**config.mk**
```make
export PLATFORM = sky130hd
export DESIGN_NAME = alu_scheduler_flat
export DESIGN_NICKNAME = d
export VERILOG_FILES = /design/src/rtl/alu_scheduler_pkg.sv /design/src/rtl/alu_scheduler_if.sv /design/src/rtl/alu_scheduler_rr_arbiter.sv /design/src/rtl/alu_scheduler.sv /design/src/flat_wrapper.sv
export SDC_FILE = /design/constraint.sdc
export NUM_CORES = 1
export LEC_CHECK = 0
export ABC_AREA = 1
export BUFFER_PORTS_ARGS = -buffer_cell sky130_fd_sc_hd__buf_2
export CAP_MARGIN = 20
export CORE_AREA = 8 8 135 137
export DETAILED_ROUTE_END_ITERATION = 12
export DIE_AREA = 0 0 143 145
export HOLD_SLACK_MARGIN = 0.15
export PLACE_DENSITY = 0.72
export SYNTH_ARGS = -nofsm -noshare
export SYNTH_HDL_FRONTEND = slang
export SYNTH_HIERARCHICAL = 1
export SYNTH_SLANG_ARGS = --single-unit
```
**constraint.sdc**
```tcl
create_clock -name clk -period 8.3 [get_ports clk]
set_input_delay 2.49 -clock clk [delete_from_list [all_inputs] [get_ports clk]]
set_output_delay 2.49 -clock clk [all_outputs]
set_load 0.01 [all_outputs]
```
**src/rtl/alu_scheduler_pkg.sv**
```systemverilog
// alu_sched_pkg: shared constants and tag record for the ALU scheduler
package alu_sched_pkg;
    localparam int DEF_NREQ = 4;
    localparam int DEF_STARVE_MAX = 4;
    localparam int ID_W = 4;
    localparam logic [15:0] NOP_INS = 16'h0000;
    typedef struct packed {
        logic            valid;
        logic [ID_W-1:0] id;
    } tag_t;
endpackage

```
**src/rtl/alu_scheduler_if.sv**
```systemverilog
// alu_scheduler_if: requester, ALU and response signals of the scheduler
interface alu_scheduler_if import alu_sched_pkg::*; #(
    parameter int NREQ = DEF_NREQ
);
    logic [NREQ-1:0]    req_valid, req_ready, rsp_valid;
    logic [16*NREQ-1:0] req_ins, req_pc, req_op1, req_op2;
    logic               prio_en, flush;
    logic [15:0]        alu_ins, alu_pc, alu_op1, alu_op2, alu_result, rsp_result;
    modport master (
        output req_valid, req_ins, req_pc, req_op1, req_op2, prio_en, flush, alu_result,
        input  req_ready, alu_ins, alu_pc, alu_op1, alu_op2, rsp_valid, rsp_result
    );
    modport slave (
        input  req_valid, req_ins, req_pc, req_op1, req_op2, prio_en, flush, alu_result,
        output req_ready, alu_ins, alu_pc, alu_op1, alu_op2, rsp_valid, rsp_result
    );
endinterface

```
**src/rtl/alu_scheduler_rr_arbiter.sv**
```systemverilog
// rr_arbiter: one-hot grant to the first request at or after the pointer
module rr_arbiter import alu_sched_pkg::*; #(
    parameter int N = DEF_NREQ,
    parameter int PW = (N > 1) ? $clog2(N) : 1
) (
    input  logic [N-1:0]  i_req,
    input  logic [PW-1:0] i_ptr,
    output logic [N-1:0]  o_gnt
);
    logic [N-1:0] w_low, w_first;
    // rotate so the pointer sits at bit 0, isolate the lowest set bit, rotate back
    assign w_low   = N'({i_req, i_req} >> i_ptr);
    assign w_first = w_low & (~w_low + N'(1));
    assign o_gnt   = N'({w_first, w_first} << i_ptr >> N);
endmodule

```
**src/rtl/alu_scheduler.sv**
```systemverilog
// alu_scheduler: arbitrates requesters onto a two-stage ALU and routes results back
module alu_scheduler import alu_sched_pkg::*; #(
    parameter int NREQ = DEF_NREQ,
    parameter int STARVE_MAX = DEF_STARVE_MAX
) (
    input logic clk,
    input logic rst_n,
    alu_scheduler_if.slave bus
);
    localparam int PW = (NREQ > 1) ? $clog2(NREQ) : 1;
    localparam int SW = $clog2(STARVE_MAX + 1);
    localparam logic [SW-1:0] SMAX = SW'(STARVE_MAX);

    logic [NREQ-1:0] r_inflight, w_elig, w_rr_req, w_rr_gnt, w_gnt, w_rsp;
    logic [PW-1:0]   r_ptr, w_win;
    logic [SW-1:0]   r_starve;
    tag_t            r_tag [3];
    logic [15:0]     r_alu_ins, r_alu_pc, r_alu_op1, r_alu_op2, w_ins, w_pc, w_op1, w_op2;
    logic            w_xfer, w_others, w_prio, w_force, w_prio_gnt;

    assign w_rsp      = r_tag[2].valid ? NREQ'(1) << r_tag[2].id : '0;
    assign w_elig     = (rst_n && !bus.flush) ? bus.req_valid & (~r_inflight | w_rsp) : '0;
    assign w_others   = |w_elig[NREQ-1:1];
    assign w_prio     = bus.prio_en && w_elig[0];
    assign w_force    = w_prio && r_starve == SMAX && w_others;
    assign w_prio_gnt = w_prio && !w_force;
    assign w_rr_req   = w_force ? {w_elig[NREQ-1:1], 1'b0} : w_elig;

    rr_arbiter #(.N(NREQ), .PW(PW)) u_rr (.i_req(w_rr_req), .i_ptr(r_ptr), .o_gnt(w_rr_gnt));

    assign w_gnt = w_prio_gnt ? NREQ'(1) : w_rr_gnt;
    assign w_xfer = |w_gnt;

    always_comb begin
        w_win = '0;
        w_ins = NOP_INS;
        w_pc  = '0;
        w_op1 = '0;
        w_op2 = '0;
        for (int i = 0; i < NREQ; i++) begin
            if (w_gnt[i]) begin
                w_win = PW'(i);
                w_ins = bus.req_ins[16*i +: 16];
                w_pc  = bus.req_pc[16*i +: 16];
                w_op1 = bus.req_op1[16*i +: 16];
                w_op2 = bus.req_op2[16*i +: 16];
            end
        end
    end

    // priority grants to requester 0 leave the round-robin pointer where it was
    always_ff @(posedge clk or negedge rst_n) begin
        if (!rst_n) begin
            r_inflight <= '0;
            r_ptr      <= '0;
            r_starve   <= '0;
            r_tag      <= '{default: '0};
            r_alu_ins  <= '0;
            r_alu_pc   <= '0;
            r_alu_op1  <= '0;
            r_alu_op2  <= '0;
        end else begin
            r_tag[0]   <= '{valid: w_xfer, id: ID_W'(w_win)};
            r_tag[1]   <= bus.flush ? '0 : r_tag[0];
            r_tag[2]   <= bus.flush ? '0 : r_tag[1];
            r_inflight <= bus.flush ? '0 : (r_inflight & ~w_rsp) | w_gnt;
            r_alu_ins  <= w_xfer ? w_ins : NOP_INS;
            r_alu_pc   <= w_xfer ? w_pc : '0;
            r_alu_op1  <= w_xfer ? w_op1 : '0;
            r_alu_op2  <= w_xfer ? w_op2 : '0;
            if (w_xfer && !w_prio_gnt)
                r_ptr <= (w_win == PW'(NREQ - 1)) ? '0 : w_win + PW'(1);
            if (!bus.flush)
                r_starve <= !bus.prio_en ? '0 :
                            (w_xfer && !w_gnt[0]) ? '0 :
                            (w_gnt[0] && w_others) ? ((r_starve == SMAX) ? SMAX : r_starve + SW'(1)) :
                            r_starve;
        end
    end

    assign bus.req_ready  = w_gnt;
    assign bus.rsp_valid  = w_rsp;
    assign bus.rsp_result = bus.alu_result;
    assign bus.alu_ins    = r_alu_ins;
    assign bus.alu_pc     = r_alu_pc;
    assign bus.alu_op1    = r_alu_op1;
    assign bus.alu_op2    = r_alu_op2;
endmodule
```
**src/flat_wrapper.sv**
```systemverilog
// flat-port wrapper written by rule: the top's interface ports become plain ports
module alu_scheduler_flat import alu_sched_pkg::*;
#(
    parameter int NREQ = DEF_NREQ,
    parameter int STARVE_MAX = DEF_STARVE_MAX
)
  (clk, rst_n, bus_req_valid, bus_req_ins, bus_req_pc, bus_req_op1, bus_req_op2, bus_prio_en, bus_flush, bus_alu_result, bus_req_ready, bus_alu_ins, bus_alu_pc, bus_alu_op1, bus_alu_op2, bus_rsp_valid, bus_rsp_result);
  alu_scheduler_if #(.NREQ(NREQ)) bus_i ();
  input logic clk;
  input logic rst_n;
  input wire logic [$bits(bus_i.req_valid)-1:0] bus_req_valid;
  input wire logic [$bits(bus_i.req_ins)-1:0] bus_req_ins;
  input wire logic [$bits(bus_i.req_pc)-1:0] bus_req_pc;
  input wire logic [$bits(bus_i.req_op1)-1:0] bus_req_op1;
  input wire logic [$bits(bus_i.req_op2)-1:0] bus_req_op2;
  input wire logic [$bits(bus_i.prio_en)-1:0] bus_prio_en;
  input wire logic [$bits(bus_i.flush)-1:0] bus_flush;
  input wire logic [$bits(bus_i.alu_result)-1:0] bus_alu_result;
  output wire logic [$bits(bus_i.req_ready)-1:0] bus_req_ready;
  output wire logic [$bits(bus_i.alu_ins)-1:0] bus_alu_ins;
  output wire logic [$bits(bus_i.alu_pc)-1:0] bus_alu_pc;
  output wire logic [$bits(bus_i.alu_op1)-1:0] bus_alu_op1;
  output wire logic [$bits(bus_i.alu_op2)-1:0] bus_alu_op2;
  output wire logic [$bits(bus_i.rsp_valid)-1:0] bus_rsp_valid;
  output wire logic [$bits(bus_i.rsp_result)-1:0] bus_rsp_result;
  assign bus_i.req_valid = bus_req_valid;
  assign bus_i.req_ins = bus_req_ins;
  assign bus_i.req_pc = bus_req_pc;
  assign bus_i.req_op1 = bus_req_op1;
  assign bus_i.req_op2 = bus_req_op2;
  assign bus_i.prio_en = bus_prio_en;
  assign bus_i.flush = bus_flush;
  assign bus_i.alu_result = bus_alu_result;
  assign bus_req_ready = bus_i.req_ready;
  assign bus_alu_ins = bus_i.alu_ins;
  assign bus_alu_pc = bus_i.alu_pc;
  assign bus_alu_op1 = bus_i.alu_op1;
  assign bus_alu_op2 = bus_i.alu_op2;
  assign bus_rsp_valid = bus_i.rsp_valid;
  assign bus_rsp_result = bus_i.rsp_result;
  alu_scheduler #(.NREQ(NREQ), .STARVE_MAX(STARVE_MAX)) u_core (.clk(clk), .rst_n(rst_n), .bus(bus_i));
endmodule
```
==> results.sh, run 1 <==
export IMPL_outcome="completed"
export IMPL_startpoint="bus_flush"
export IMPL_grt_usage=0.188
export IMPL_cts_buffers=9
export IMPL_cts_resized=0
export IMPL_fin_util=0.433
export IMPL_insertion_delay_ns=0.33
export IMPL_vias=6016
export IMPL_cts_hold_buf=0
export IMPL_yosys_warnings=6
export IMPL_fin_crit_sh=0.880
export IMPL_crit_end="bus_req_ready[1]"
export IMPL_reg2reg_depth=21
export IMPL_setup_viol=0
export IMPL_antenna_cells=0
export IMPL_detail_route_vias_per_cell=4.77
export IMPL_antenna_found_initial=0
export IMPL_timing_rr_end="u_core/bus.alu_op1[6]"
export IMPL_fin_tns_setup_ns=0
export IMPL_cts_max_level=3
export IMPL_ir_worst_vdd_v=0.000585
export IMPL_final_common_cell="buf_2"
export IMPL_hold_path_class="flop to flop"
export IMPL_place_hpwl_um=15500
export IMPL_slew_headroom=0.486
export IMPL_start_util=0.320
export IMPL_fin_cells=1260
export IMPL_synth_area_um2=5180
export IMPL_end_kind="output port"
export IMPL_tightest_slew_ns=0.771
export IMPL_die_area_um2=20700
export IMPL_rows=47
export IMPL_syn_avg_cell_area_um2=6.92
export IMPL_drc=0
export IMPL_design_area_um2=7010
export IMPL_p_per_area_nw_per_um2=474
export IMPL_area_growth_pct=35.3
export IMPL_worst_slack_ns=0.995
export IMPL_drtIter0Drc=339
export IMPL_final_min_clock_period_ns=7.30
export IMPL_chipHeight_um=145
export IMPL_first_pass_iters=4
export IMPL_critPathKind="input port to output port"
export IMPL_cts_tree="built"
export IMPL_hold_viol=0
export IMPL_synth_cell_types=25
export IMPL_required_ns=5.81
export IMPL_synth_seq_cells=82
export IMPL_layout_common_cells="334 x buf_2, 177 x nand2_1, 143 x nor2_1, 82 x dfrtp_1, 68 x o21ai_1"
export IMPL_r2r_setup_slack_ns=4.55
export IMPL_core_area_um2=16200
export IMPL_cts_setup_buffers=0
export IMPL_clkTransAtPathRegs_ns=0.06
export IMPL_skew_ns=0.0101
export IMPL_dp_slack_ns=1.03
export IMPL_final_nets=1317
export IMPL_grt_overflow=0
export IMPL_timing_final_max_slew_violations=0
export IMPL_netlist_instances=749
export IMPL_grt_max_degree=76
export IMPL_clock_sinks=82
export IMPL_syn_nets=1031
export IMPL_die_x_um=143
export IMPL_arrival_ns=4.81
export IMPL_grt_pass1_vias=5921
export IMPL_drive_above_1_share=0.368
export IMPL_r2r_start="u_core/r_tag[1]"
export IMPL_fillers=1691
export IMPL_cap_violations=0
export IMPL_max_freq_mhz=137
export IMPL_ioPinCount=368
export IMPL_grt_pass1_wl_um=31100
export IMPL_cts_path_max_buffers=2
export IMPL_rsz0062_at_grt="false"
export IMPL_startpoint_type="input port"
export IMPL_placed_area_um2=6740
export IMPL_seq_area_frac_synth=0.396
export IMPL_leakagePower_nw=3.74
export IMPL_ctsRootBufferMaster="clkbuf_16"
export IMPL_crit_fanout=10
export IMPL_wl_per_cell_um=16.0
export IMPL_dp_cells=1244
export IMPL_finalWeightedCongestion=0.873
export IMPL_totalWireLength_um=20200
export IMPL_ant_nets=0
export IMPL_port_buffers=335
metal layers:
layer | GRT usage | vias to the layer above | routed length (um)
li1 | - | 2969 | -
met2 | 0.326 | 284 | 10100
met5 | 0 | - | 0
met4 | 0.0845 | 0 | 588
met3 | 0.0456 | 44 | 1760
met1 | 0.212 | 2719 | 7740
Yosys cell counts:
library cell | count | share of area
a21boi_0 | 1 | 0.0014
a21oi_1 | 67 | 0.065
and3_1 | 1 | 0.0012
buf_2 | 16 | 0.015
buf_4 | 29 | 0.042
buf_6 | 9 | 0.020
clkbuf_1 | 13 | 0.0094
clkbuf_2 | 1 | 0.00097
dfrtp_1 | 82 | 0.40
ha_1 | 2 | 0.0048
inv_1 | 27 | 0.020
inv_2 | 3 | 0.0022
inv_6 | 2 | 0.0034
nand2_1 | 177 | 0.13
nand2_2 | 7 | 0.0085
nand2_4 | 5 | 0.011
nand3_1 | 18 | 0.017
nand3_2 | 7 | 0.014
nand3b_1 | 1 | 0.0014
nor2_1 | 143 | 0.10
nor2_2 | 1 | 0.0012
nor2_4 | 1 | 0.0022
o21ai_0 | 67 | 0.065
o21ai_1 | 68 | 0.066
o311ai_0 | 1 | 0.0017
state kept, by name (all words and copies together) (netlist names):
register and flops:
u_core/r_starve 3, u_core/bus.alu_pc 16, u_core/bus.alu_op2 16, u_core/r_inflight 4
u_core/bus.alu_ins 16, u_core/bus.alu_op1 16, u_core/r_tag 9, u_core/r_ptr 2
final cells by class:
| cell class | count | area (um2) | share of cell area |
|---|---|---|---|
| tap | 220 | 275 | 0.0393 |
| sequential | 82 | 2050 | 0.293 |
| multi-input combinational | 567 | 2540 | 0.363 |
| clock buffer | 12 | 236 | 0.0338 |
| clock inverter | 4 | 28.8 | 0.00411 |
| inverter | 32 | 130 | 0.0186 |
| timing repair buffer | 343 | 1740 | 0.248 |
critical path, cell delays in order:
cell and delay [ns]:
buf_2 0.21, inv_6 0.06, nand2_4 0.09, nor2_1 0.04, nand2_1 0.10, nand3_2 0.10
nand2_2 0.11, and3_1 0.20, nand2_1 0.09, nand2_1 0.11, nand2_1 0.05, nand2_1 0.07
nand2_2 0.05, o21ai_1 0.18, nand3_1 0.11, nand2_1 0.21, a21boi_0 0.33, buf_2 0.20
power by group:
part | internal (mW) | total (mW) | leakage (nW) | switching, mW
registers | 0.622 | 0.691 | 1.00 | 0.0695
clock network | 0.203 | 0.365 | 0.123 | 0.162
logic | 0.750 | 2.27 | 2.62 | 1.52
per-stage QoR:
step	power (mW)	hold WS, ns
floorplan	2.40	0.434
global placement	2.93	0.439
detailed placement	2.97	0.450
CTS	3.35	0.465
global route	3.67	0.481
finish	3.32	0.459
worst min path at each step:
| stage | startpoint | to | slack [ns] | cells past startpoint |
|---|---|---|---|---|
| 2_1_floorplan | u_core/r_tag[5] | u_core/r_tag[0] | 0.43 | 2 |
| 3_3_place_gp | u_core/r_tag[9] | u_core/r_tag[4] | 0.44 | 2 |
| 3_5_place_dp | u_core/r_tag[9] | u_core/r_tag[4] | 0.45 | 2 |
| 4_1_cts | u_core/r_tag[10] | u_core/r_tag[5] | 0.46 | 2 |
| 5_1_grt | u_core/r_tag[10] | u_core/r_tag[5] | 0.48 | 2 |
| 6_report | u_core/r_tag[10] | u_core/r_tag[5] | 0.46 | 2 |
logic make-up after synthesis:
kind of cell | share of synthesized area
simple gates | 0.288
compound gates | 0.198
fa+ha+maj | 0.00483
buf+inv | 0.113
flops | 0.396
Power figures use the tool's default switching activity.
==> run 2: changes to the inputs <==
--- a/config.mk
+++ b/config.mk
@@ -13,6 +13,7 @@
 export DIE_AREA = 0 0 143 145
 export HOLD_SLACK_MARGIN = 0.15
 export PLACE_DENSITY = 0.72
+export RECOVER_POWER = 25
 export SYNTH_ARGS = -nofsm -noshare
 export SYNTH_HDL_FRONTEND = slang
 export SYNTH_HIERARCHICAL = 1
==> results.sh, run 2 (synthesis results as in run 1) <==
export IMPL_ioPinCount=368
export IMPL_critPathKind="input port to output port"
export IMPL_clkTransAtPathRegs_ns=0.06
export IMPL_timing_final_max_slew_violations=42
export IMPL_met2_usage=0.326
export IMPL_final_min_clock_period_ns=7.51
export IMPL_cap_violations=1
export IMPL_place_hpwl_um=15500
export IMPL_dp_cells=1244
export IMPL_design_area_um2=6980
export IMPL_drtIter0Drc=348
export IMPL_ctsRootBufferMaster="clkbuf_16"
export IMPL_r2r_start="u_core/r_tag[1]"
export IMPL_r2r_setup_slack_ns=4.53
export IMPL_tightest_slew_ns=2.31
export IMPL_cts_setup_buffers=0
export IMPL_end_kind="output port"
export IMPL_violations="max-capacitance violations, max-slew violations"
export IMPL_die_area_um2=20700
export IMPL_startpoint="bus_flush"
export IMPL_start_util=0.320
export IMPL_final_nets=1317
export IMPL_finalWeightedCongestion=0.873
export IMPL_hold_path_class="flop to flop"
export IMPL_first_pass_iters=4
export IMPL_worstHoldStart="u_core/r_tag[10]"
export IMPL_totalWireLength_um=20200
export IMPL_leakagePower_nw=3.68
export IMPL_hold_end="u_core/r_tag[5]"
export IMPL_crit_fanout=10
export IMPL_cts_buffers=9
export IMPL_cts_resized=0
export IMPL_slew_headroom=-0.542
export IMPL_grt_pass1_wl_um=31100
export IMPL_fin_crit_sh=0.904
export IMPL_required_ns=5.81
export IMPL_wl_per_cell_um=16.1
export IMPL_startpoint_type="input port"
export IMPL_outcome="finished with violations"
export IMPL_ant_nets=0
export IMPL_insertion_delay_ns=0.34
export IMPL_arrival_ns=5.02
export IMPL_fillers=1699
export IMPL_layout_common_cells="316 x buf_2, 177 x nand2_1, 143 x nor2_1, 82 x dfrtp_1, 68 x o21ai_1"
export IMPL_port_buffers=335
export IMPL_antenna_found_initial=0
export IMPL_top_usage_layer="met2"
export IMPL_cts_tree="built"
export IMPL_rows=47
export IMPL_cts_path_max_buffers=2
export IMPL_grt_max_degree=76
export IMPL_grt_overflow=0
export IMPL_area_growth_pct=34.7
export IMPL_rsz0062_at_grt="false"
export IMPL_drc=0
export IMPL_p_per_area_nw_per_um2=475
export IMPL_grt_usage=0.188
export IMPL_drive_above_1_share=0.349
export IMPL_vias=5988
export IMPL_final_common_cell="buf_2"
export IMPL_cts_max_level=3
export IMPL_setup_viol=0
export IMPL_hold_viol=0
export IMPL_timing_rr_end="u_core/bus.alu_op1[6]"
export IMPL_placed_area_um2=6740
export IMPL_use_met1=0.212
export IMPL_grt_pass1_vias=5921
export IMPL_clock_sinks=82
export IMPL_fin_tns_setup_ns=0
export IMPL_detail_route_vias_per_cell=4.75
export IMPL_max_freq_mhz=133
export IMPL_core_area_um2=16200
export IMPL_antenna_cells=0
export IMPL_fin_cells=1260
export IMPL_hold_depth=2
export IMPL_chipHeight_um=145
export IMPL_die_x_um=143
export IMPL_reg2reg_depth=21
export IMPL_use_met3=0.0456
export IMPL_skew_ns=0.0101
export IMPL_ir_worst_vdd_v=0.000588
export IMPL_cts_hold_buf=0
==> run 2: changes by cell type in the layout (fill, tap and decap cells not counted) <==
cell / change
clkbuf_1: +20
buf_2: -18
buf_4: -2
==> run 2: routing by layer <==
layer | part of all wire | routed length [um]
met5 | 0 | 0
met4 | 0.031 | 619
met3 | 0.080 | 1610
met2 | 0.50 | 10100
met1 | 0.39 | 7910
==> run 2: critical path, stage by stage <==
cell and delay [ns]:
clkbuf_1 0.39, inv_6 0.08, nand2_4 0.10, nor2_1 0.05, nand2_1 0.10, nand3_2 0.10
nand2_2 0.11, and3_1 0.21, nand2_1 0.10, nand2_1 0.10, nand2_1 0.05, nand2_1 0.07
nand2_2 0.05, o21ai_1 0.18, nand3_1 0.11, nand2_1 0.20, a21boi_0 0.33, buf_2 0.20
==> run 2: worst max path at each step <==
stage,to
after floorplan,bus_req_ready[1]
after global placement,bus_req_ready[1]
after detailed placement,bus_req_ready[1]
after CTS,bus_req_ready[1]
after global routing,bus_req_ready[1]
final,bus_req_ready[1]
==> run 2: area by class of cell <==
cell class              count  area, um2  share of cell area
inverters                  32        130              0.0187
clock buffers              12        236              0.0339
clock inverters             4       28.8             0.00412
multi-input cells         567       2540               0.365
repair buffers            343       1710               0.245
flip-flops and latches     82       2050               0.294
well taps                 220        275              0.0395
==> run 2: report_power, final <==
part	total, mW	switching (mW)	internal, mW
combinational	2.26	1.52	0.738
clock	0.365	0.162	0.203
sequential	0.694	0.0714	0.622
==> run 2: metrics by stage <==
step	setup WS [ns]	total power, mW	hold WS (ns)	utilization
2_1_floorplan	1.52	2.40	0.434	-
4_1_cts	1.03	3.35	0.465	0.433
3_3_place_gp	1.15	2.93	0.439	0.417
3_5_place_dp	1.03	2.97	0.450	0.417
6_report	0.794	3.32	0.459	0.431
5_1_grt	0.596	3.67	0.481	0.431
